===== config.mk =====
export PLATFORM = sky130hd
export DESIGN_NAME = muldiv_unit
export DESIGN_NICKNAME = d
export VERILOG_FILES = /design/src/rtl/muldiv_pkg.sv /design/src/rtl/muldiv_magnitude.sv /design/src/rtl/muldiv_unit.sv
export SDC_FILE = /design/constraint.sdc
export NUM_CORES = 1
export LEC_CHECK = 0
export ABC_CLOCK_PERIOD_IN_PS = 3900
export CAP_MARGIN = 0
export CORE_ASPECT_RATIO = 1.5
export CORE_MARGIN = 2
export CORE_UTILIZATION = 50
export DETAILED_ROUTE_END_ITERATION = 7
export GPL_TIMING_DRIVEN = 0
export HOLD_SLACK_MARGIN = 0.08
export PLACE_DENSITY_LB_ADDON = 0.15
export SYNTH_ARGS = -nofsm -noshare
export SYNTH_HDL_FRONTEND = slang
export SYNTH_HIERARCHICAL = 1
export SYNTH_SLANG_ARGS = --single-unit

===== constraint.sdc =====
create_clock -name clk -period 3.9 [get_ports clk]
set_input_delay 1.17 -clock clk [delete_from_list [all_inputs] [get_ports clk]]
set_output_delay 1.17 -clock clk [all_outputs]
set_load 0.01 [all_outputs]

===== src/rtl/muldiv_pkg.sv =====
// Shared types and op-class helpers for the iterative multiply/divide unit.
package muldiv_pkg;

   typedef enum logic [1:0] {
      MULT  = 2'b00,
      MULTU = 2'b01,
      DIV   = 2'b10,
      DIVU  = 2'b11
   } muldiv_op_t;

   typedef enum logic [1:0] {
      IDLE  = 2'b00,
      CALC  = 2'b01,
      FIXUP = 2'b10,
      DONE  = 2'b11
   } muldiv_state_t;

   // MULT and DIV (op[0] == 0) interpret operands as two's complement.
   function automatic logic is_signed(input muldiv_op_t op);
      return ~op[0];
   endfunction

   // DIV and DIVU share op[1] == 1.
   function automatic logic is_div(input muldiv_op_t op);
      return op[1];
   endfunction

endpackage


===== src/rtl/muldiv_magnitude.sv =====
// Combinational two's-complement conditional negate.
module muldiv_magnitude #(
   parameter int WIDTH = 32
) (
   input  logic             neg,
   input  logic [WIDTH-1:0] in,
   output logic [WIDTH-1:0] out
);

   assign out = neg ? ((~in) + WIDTH'(1)) : in;

endmodule


===== src/rtl/muldiv_unit.sv =====
// Iterative signed/unsigned multiply-divide unit with a HI/LO result pair.
// Operands are reduced to magnitudes at start, the core runs unsigned
// shift-add or restoring division for WIDTH cycles, and FIXUP restores signs.
module muldiv_unit
   import muldiv_pkg::*;
#(
   parameter int WIDTH = 32
) (
   input  logic             clk,
   input  logic             reset,
   input  logic             start,
   input  logic [1:0]       op,
   input  logic [WIDTH-1:0] a,
   input  logic [WIDTH-1:0] b,
   input  logic             abort,
   output logic             busy,
   output logic             done,
   output logic [WIDTH-1:0] hi,
   output logic [WIDTH-1:0] lo,
   output logic             div_zero
);

   localparam int CNT_W = $clog2(WIDTH) + 1;

   muldiv_state_t      state;
   muldiv_op_t         op_q;
   logic [CNT_W-1:0]   cnt;
   logic [2*WIDTH-1:0] acc;
   logic [WIDTH-1:0]   opb;
   logic               neg_q;
   logic               neg_r;

   muldiv_op_t         op_in;
   logic               start_go;
   logic               a_neg;
   logic               b_neg;
   logic               mag_a_neg;
   logic               mag_b_neg;
   logic [WIDTH-1:0]   mag_a_in;
   logic [WIDTH-1:0]   mag_b_in;
   logic [WIDTH-1:0]   mag_a_out;
   logic [WIDTH-1:0]   mag_b_out;
   logic [2*WIDTH-1:0] prod_fix;
   logic [WIDTH:0]     add_sum;
   logic [WIDTH:0]     trial;
   logic [2*WIDTH-1:0] mul_next;
   logic [2*WIDTH-1:0] div_next;
   logic [WIDTH-1:0]   fix_hi;
   logic [WIDTH-1:0]   fix_lo;

   assign op_in    = muldiv_op_t'(op);
   assign start_go = start && !abort && ((state == IDLE) || (state == DONE));
   assign a_neg    = is_signed(op_in) && a[WIDTH-1];
   assign b_neg    = is_signed(op_in) && b[WIDTH-1];

   // The two narrow negators take operand magnitudes at start and are
   // reused in FIXUP to sign-correct quotient (lo) and remainder (hi).
   always_comb begin
      mag_a_in  = a;
      mag_a_neg = a_neg;
      mag_b_in  = b;
      mag_b_neg = b_neg;
      if (state == FIXUP) begin
         mag_a_in  = acc[WIDTH-1:0];
         mag_a_neg = neg_q;
         mag_b_in  = acc[2*WIDTH-1:WIDTH];
         mag_b_neg = neg_r;
      end
   end

   muldiv_magnitude #(.WIDTH(WIDTH)) u_mag_a (
      .neg (mag_a_neg),
      .in  (mag_a_in),
      .out (mag_a_out)
   );

   muldiv_magnitude #(.WIDTH(WIDTH)) u_mag_b (
      .neg (mag_b_neg),
      .in  (mag_b_in),
      .out (mag_b_out)
   );

   muldiv_magnitude #(.WIDTH(2*WIDTH)) u_mag_prod (
      .neg (neg_q),
      .in  (acc),
      .out (prod_fix)
   );

   // One iteration of shift-add multiply and restoring divide; acc holds
   // {partial product, multiplier} or {remainder, dividend/quotient}.
   always_comb begin
      add_sum  = {1'b0, acc[2*WIDTH-1:WIDTH]} + {1'b0, opb};
      mul_next = acc[0] ? {add_sum, acc[WIDTH-1:1]} : {1'b0, acc[2*WIDTH-1:1]};
      trial    = {acc[2*WIDTH-1:WIDTH], acc[WIDTH-1]} - {1'b0, opb};
      div_next = trial[WIDTH] ? {acc[2*WIDTH-2:0], 1'b0}
                              : {trial[WIDTH-1:0], acc[WIDTH-2:0], 1'b1};
      fix_hi   = is_div(op_q) ? mag_b_out : prod_fix[2*WIDTH-1:WIDTH];
      fix_lo   = is_div(op_q) ? mag_a_out : prod_fix[WIDTH-1:0];
   end

   // Datapath registers: loaded at start, stepped in CALC; no reset needed.
   always_ff @(posedge clk) begin
      if (start_go) begin
         acc   <= {{WIDTH{1'b0}}, mag_a_out};
         opb   <= mag_b_out;
         neg_q <= a_neg ^ b_neg;
         neg_r <= a_neg;
      end else if (state == CALC) begin
         acc <= is_div(op_q) ? div_next : mul_next;
      end
   end

   // Control FSM with registered busy/done and result registers.
   always_ff @(posedge clk or negedge reset) begin
      if (!reset) begin
         state    <= IDLE;
         op_q     <= MULT;
         cnt      <= '0;
         busy     <= 1'b0;
         done     <= 1'b0;
         hi       <= '0;
         lo       <= '0;
         div_zero <= 1'b0;
      end else begin
         case (state)
            IDLE, DONE: begin
               done  <= 1'b0;
               state <= IDLE;
               if (start_go) begin
                  op_q <= op_in;
                  cnt  <= '0;
                  if (is_div(op_in) && (b == '0)) begin
                     state    <= DONE;
                     done     <= 1'b1;
                     hi       <= a;
                     lo       <= '1;
                     div_zero <= 1'b1;
                  end else begin
                     state <= CALC;
                     busy  <= 1'b1;
                  end
               end
            end
            CALC: begin
               if (abort) begin
                  state <= IDLE;
                  busy  <= 1'b0;
               end else if (cnt == CNT_W'(WIDTH-1)) begin
                  state <= FIXUP;
               end else begin
                  cnt <= cnt + CNT_W'(1);
               end
            end
            FIXUP: begin
               busy <= 1'b0;
               if (abort) begin
                  state <= IDLE;
               end else begin
                  state    <= DONE;
                  done     <= 1'b1;
                  hi       <= fix_hi;
                  lo       <= fix_lo;
                  div_zero <= 1'b0;
               end
            end
            default: state <= IDLE;
         endcase
      end
   end

endmodule


==> flow_metrics.tcl <==
set metrics [dict create \
    synth_seq_cells 174 \
    p_total_w 0.0165 \
    syn_avg_cell_area_um2 8.69 \
    cts_inserted_buffers 17 \
    hp-class "reg2reg" \
    tritoncts "done" \
    path_class "in2reg" \
    grt_max_degree 49 \
    slew_viol_final 0 \
    whs_ps 482 \
    synth_area_um2 15800 \
    drtIter0Drc 1199 \
    synth-edff-count 66 \
    stdcell_area_um2 18600 \
    synthesis.nets 1963 \
    dieArea_um2 33100 \
    critical_path_required_ps 4050 \
    drtPass1Iterations 7 \
    wire_per_inst_um 24.6 \
    skew_ps 10.9 \
    fin_nets 2129 \
    start_kind "primary input" \
    finalHoldViolCount 0 \
    n_fill_cell 2897 \
    finalSetupTns_ps 0 \
    synthDistinctLibCells 93 \
    period_needed_ps 3780 \
    worst-endpoint-arrival_ps 3920 \
    r2r_setup_slack_ps 130 \
    crit_family "buffers and inverters" \
    crit_fanout 32 \
    design.core.area_um2 31100 \
    via_count 15501 \
    met1_usage 0.379 \
    clockBufferDepth 2 \
    critPathSlowestCell "clkdlybuf4s50_1" \
    path_cells "clkdlybuf4s50_1, nand2b_1, or2_2, clkbuf_1, clkinvlp_4, nor2_4, clkbuf_2, inv_4" \
    powerDensity_nw_per_um2 885 \
    area_growth_pct 17.6 \
    cp-end-kind "flop" \
    setup_violations 0 \
    grt_pass1_wl_um 89700 \
    drive_above_1_share 0.132 \
    port_buffers 136 \
    clk_latency_ps 470 \
    start_util 0.508 \
    fmax_mhz 265 \
    die_w_um 149 \
    rows 79 \
    cts.sinks 174 \
    routed_via_density 6.45 \
    detail-route-antenna-nets 0 \
    overflow 0 \
    crit_buf_inv 5 \
    die_h_um 222 \
    cts_root_buffer "clkbuf_16" \
    htreeDepth 4 \
    synthArstFlopShare 0.437 \
    status "completed" \
    drc 0 \
    place_area_um2 17700 \
    clk_transition_reported_paths_ps 70 \
    synth_flop_cell "dfrtp_1" \
    fin_crit_sh 0.968 \
    globalRouteMet2Util 0.630 \
    yosysSeqAreaShare 0.286 \
    antenna_found_initial 0 \
    grt_busiest_layer "met2" \
    yosys_warnings 6 \
    postCtsHoldBufs 0 \
    ios 137 \
    p_leak_nw 7.12 \
    drt-total-wl_um 59200 \
    routabilityCongestion 0.961 \
    slew_headroom 0.225 \
    place_hpwl_um 46600 \
    grtUsageMet3 0.0461 \
    post-route-util 0.598 \
    insertedDiodeCount 0 \
    peakVddDrop_uv 444 \
    cp_slowest_stage_delay_ps 670 \
    synthCells 1821 \
    grt_usage 0.356 \
    grt_pass1_vias 15830 \
    maxCapViolations 0 \
    tightestPinTransition_ps 1160 \
]
-- cell type report --
class | count | area [um^2] | area share
multi-input combinational | 1483 | 10800 | 0.580
inverter | 60 | 231 | 0.0124
timing repair buffer | 148 | 1480 | 0.0797
tap | 405 | 507 | 0.0272
sequential | 174 | 4540 | 0.244
clock inverter | 14 | 154 | 0.00826
buffer | 103 | 464 | 0.0249
clock buffer | 18 | 439 | 0.0236
-- flip-flops by register name, indices dropped and copies added, names as in the netlist --
signal / count
op_q: 1
lo: 32
opb: 32
state: 2
cnt: 6
done: 1
neg_q: 1
acc: 64
neg_r: 1
div_zero: 1
busy: 1
hi: 32
-- cells in the mapped netlist (9+ instances only) --
cell type | instances | area share
nand2_1 | 223 | 0.053
o21ai_0 | 180 | 0.057
xnor2_1 | 158 | 0.087
mux2i_1 | 110 | 0.070
nor2_1 | 97 | 0.023
a21oi_1 | 85 | 0.027
dfrtp_1 | 76 | 0.12
clkbuf_1 | 73 | 0.017
ha_1 | 70 | 0.055
mux2_2 | 70 | 0.050
edfxtp_1 | 66 | 0.13
inv_1 | 59 | 0.014
a31oi_1 | 51 | 0.020
o31ai_1 | 45 | 0.021
dfxtp_1 | 32 | 0.040
nand3_1 | 32 | 0.010
a21o_1 | 25 | 0.012
xor2_1 | 23 | 0.013
nor3_1 | 22 | 0.0070
nand2b_1 | 20 | 0.0079
o41ai_1 | 20 | 0.011
nand4_1 | 16 | 0.0063
o211ai_1 | 15 | 0.0071
buf_1 | 14 | 0.0033
nor2b_1 | 13 | 0.0051
nor4_1 | 13 | 0.0051
or3_1 | 13 | 0.0051
o41ai_2 | 12 | 0.012
a22o_1 | 10 | 0.0055
or2_2 | 10 | 0.0040
nor4_4 | 9 | 0.012
-- timing repair --
item | CTS | global route
gates resized for setup | 39 | 32
pin swaps | 2 | 5
endpoints found under the setup margin | 159 | 128
buffers inserted | 3 | 7
-- metal layers --
metal,part of all wire,vias to the layer above,wire length [um]
met5,0,-,0
met4,0.089,0,5270
met3,0.060,277,3570
met2,0.50,751,29500
met1,0.35,7394,20900
li1,-,7079,-
-- worst reg2reg max path, cell delays in order (launching register included) --
cell      delay (ps)
dfrtp_1          400
inv_1             60
ha_1             310
clkbuf_4         300
clkbuf_1         530
mux2_2           440
nor4_1           460
or2b_1           280
o31ai_1          290
xnor2_1          120
mux2i_1          310
a31oi_1          130
-- worst paths after layout --
kind,cells past startpoint,to,start
max in group asynchronous,2,hi[9]$_DFFE_PN0P_,reset
hold reg to reg,2,hi[9]$_DFFE_PN0P_,hi[9]$_DFFE_PN0P_
min in group asynchronous,1,lo[25]$_DFFE_PN0P_,reset
hold / removal,2,hi[9]$_DFFE_PN0P_,hi[9]$_DFFE_PN0P_
setup / recovery,8,acc[28]$_DFFE_PP_,abort
setup reg to reg,11,lo[29]$_DFFE_PN0P_,state[0]$_DFFE_PN0P_
-- power by group --
group	total [W]	leakage, nW	internal, W	switching (W)
Clock	0.00180	0.292	0.000971	0.000833
Sequential	0.00407	1.83	0.00291	0.00116
Combinational	0.0106	5.00	0.00442	0.00619
Total	0.0165	7.12	0.00830	0.00819
-- through the flow --
stage          setup slack, ps  std cells
2_1_floorplan              492       1821
3_3_place_gp             -1660       2362
3_5_place_dp             -1200       2364
4_1_cts                   3.92       2399
5_1_grt                  -4.63       2405
6_report                   123       2405
-- cells in the final DEF (no fill, tap or decap), types with 58 or more instances in the layout --
cell type	synthesis	routed
nand2_1	223	223
o21ai_0	180	179
xnor2_1	158	157
clkdlybuf4s50_1	0	134
mux2i_1	110	110
nor2_1	97	96
a21oi_1	85	84
dfrtp_1	76	76
mux2_2	70	70
ha_1	70	70
edfxtp_1	66	66
clkbuf_1	73	59
inv_1	59	58
-- cell families (layout without fill, tap and decap cells) --
group | count (synthesis) | in the layout | share of synthesized area
AND/OR/NAND/NOR | 531 | 531 | 0.177
AO/OA/AOI/OAI | 518 | 518 | 0.217
adder cells (fa/ha/maj) | 72 | 72 | 0.0578
XOR/XNOR | 182 | 182 | 0.102
multiplexers | 180 | 180 | 0.119
buffers and inverters | 164 | 343 | 0.0415
flip-flops | 174 | 174 | 0.286
Power figures use the tool's default switching activity.
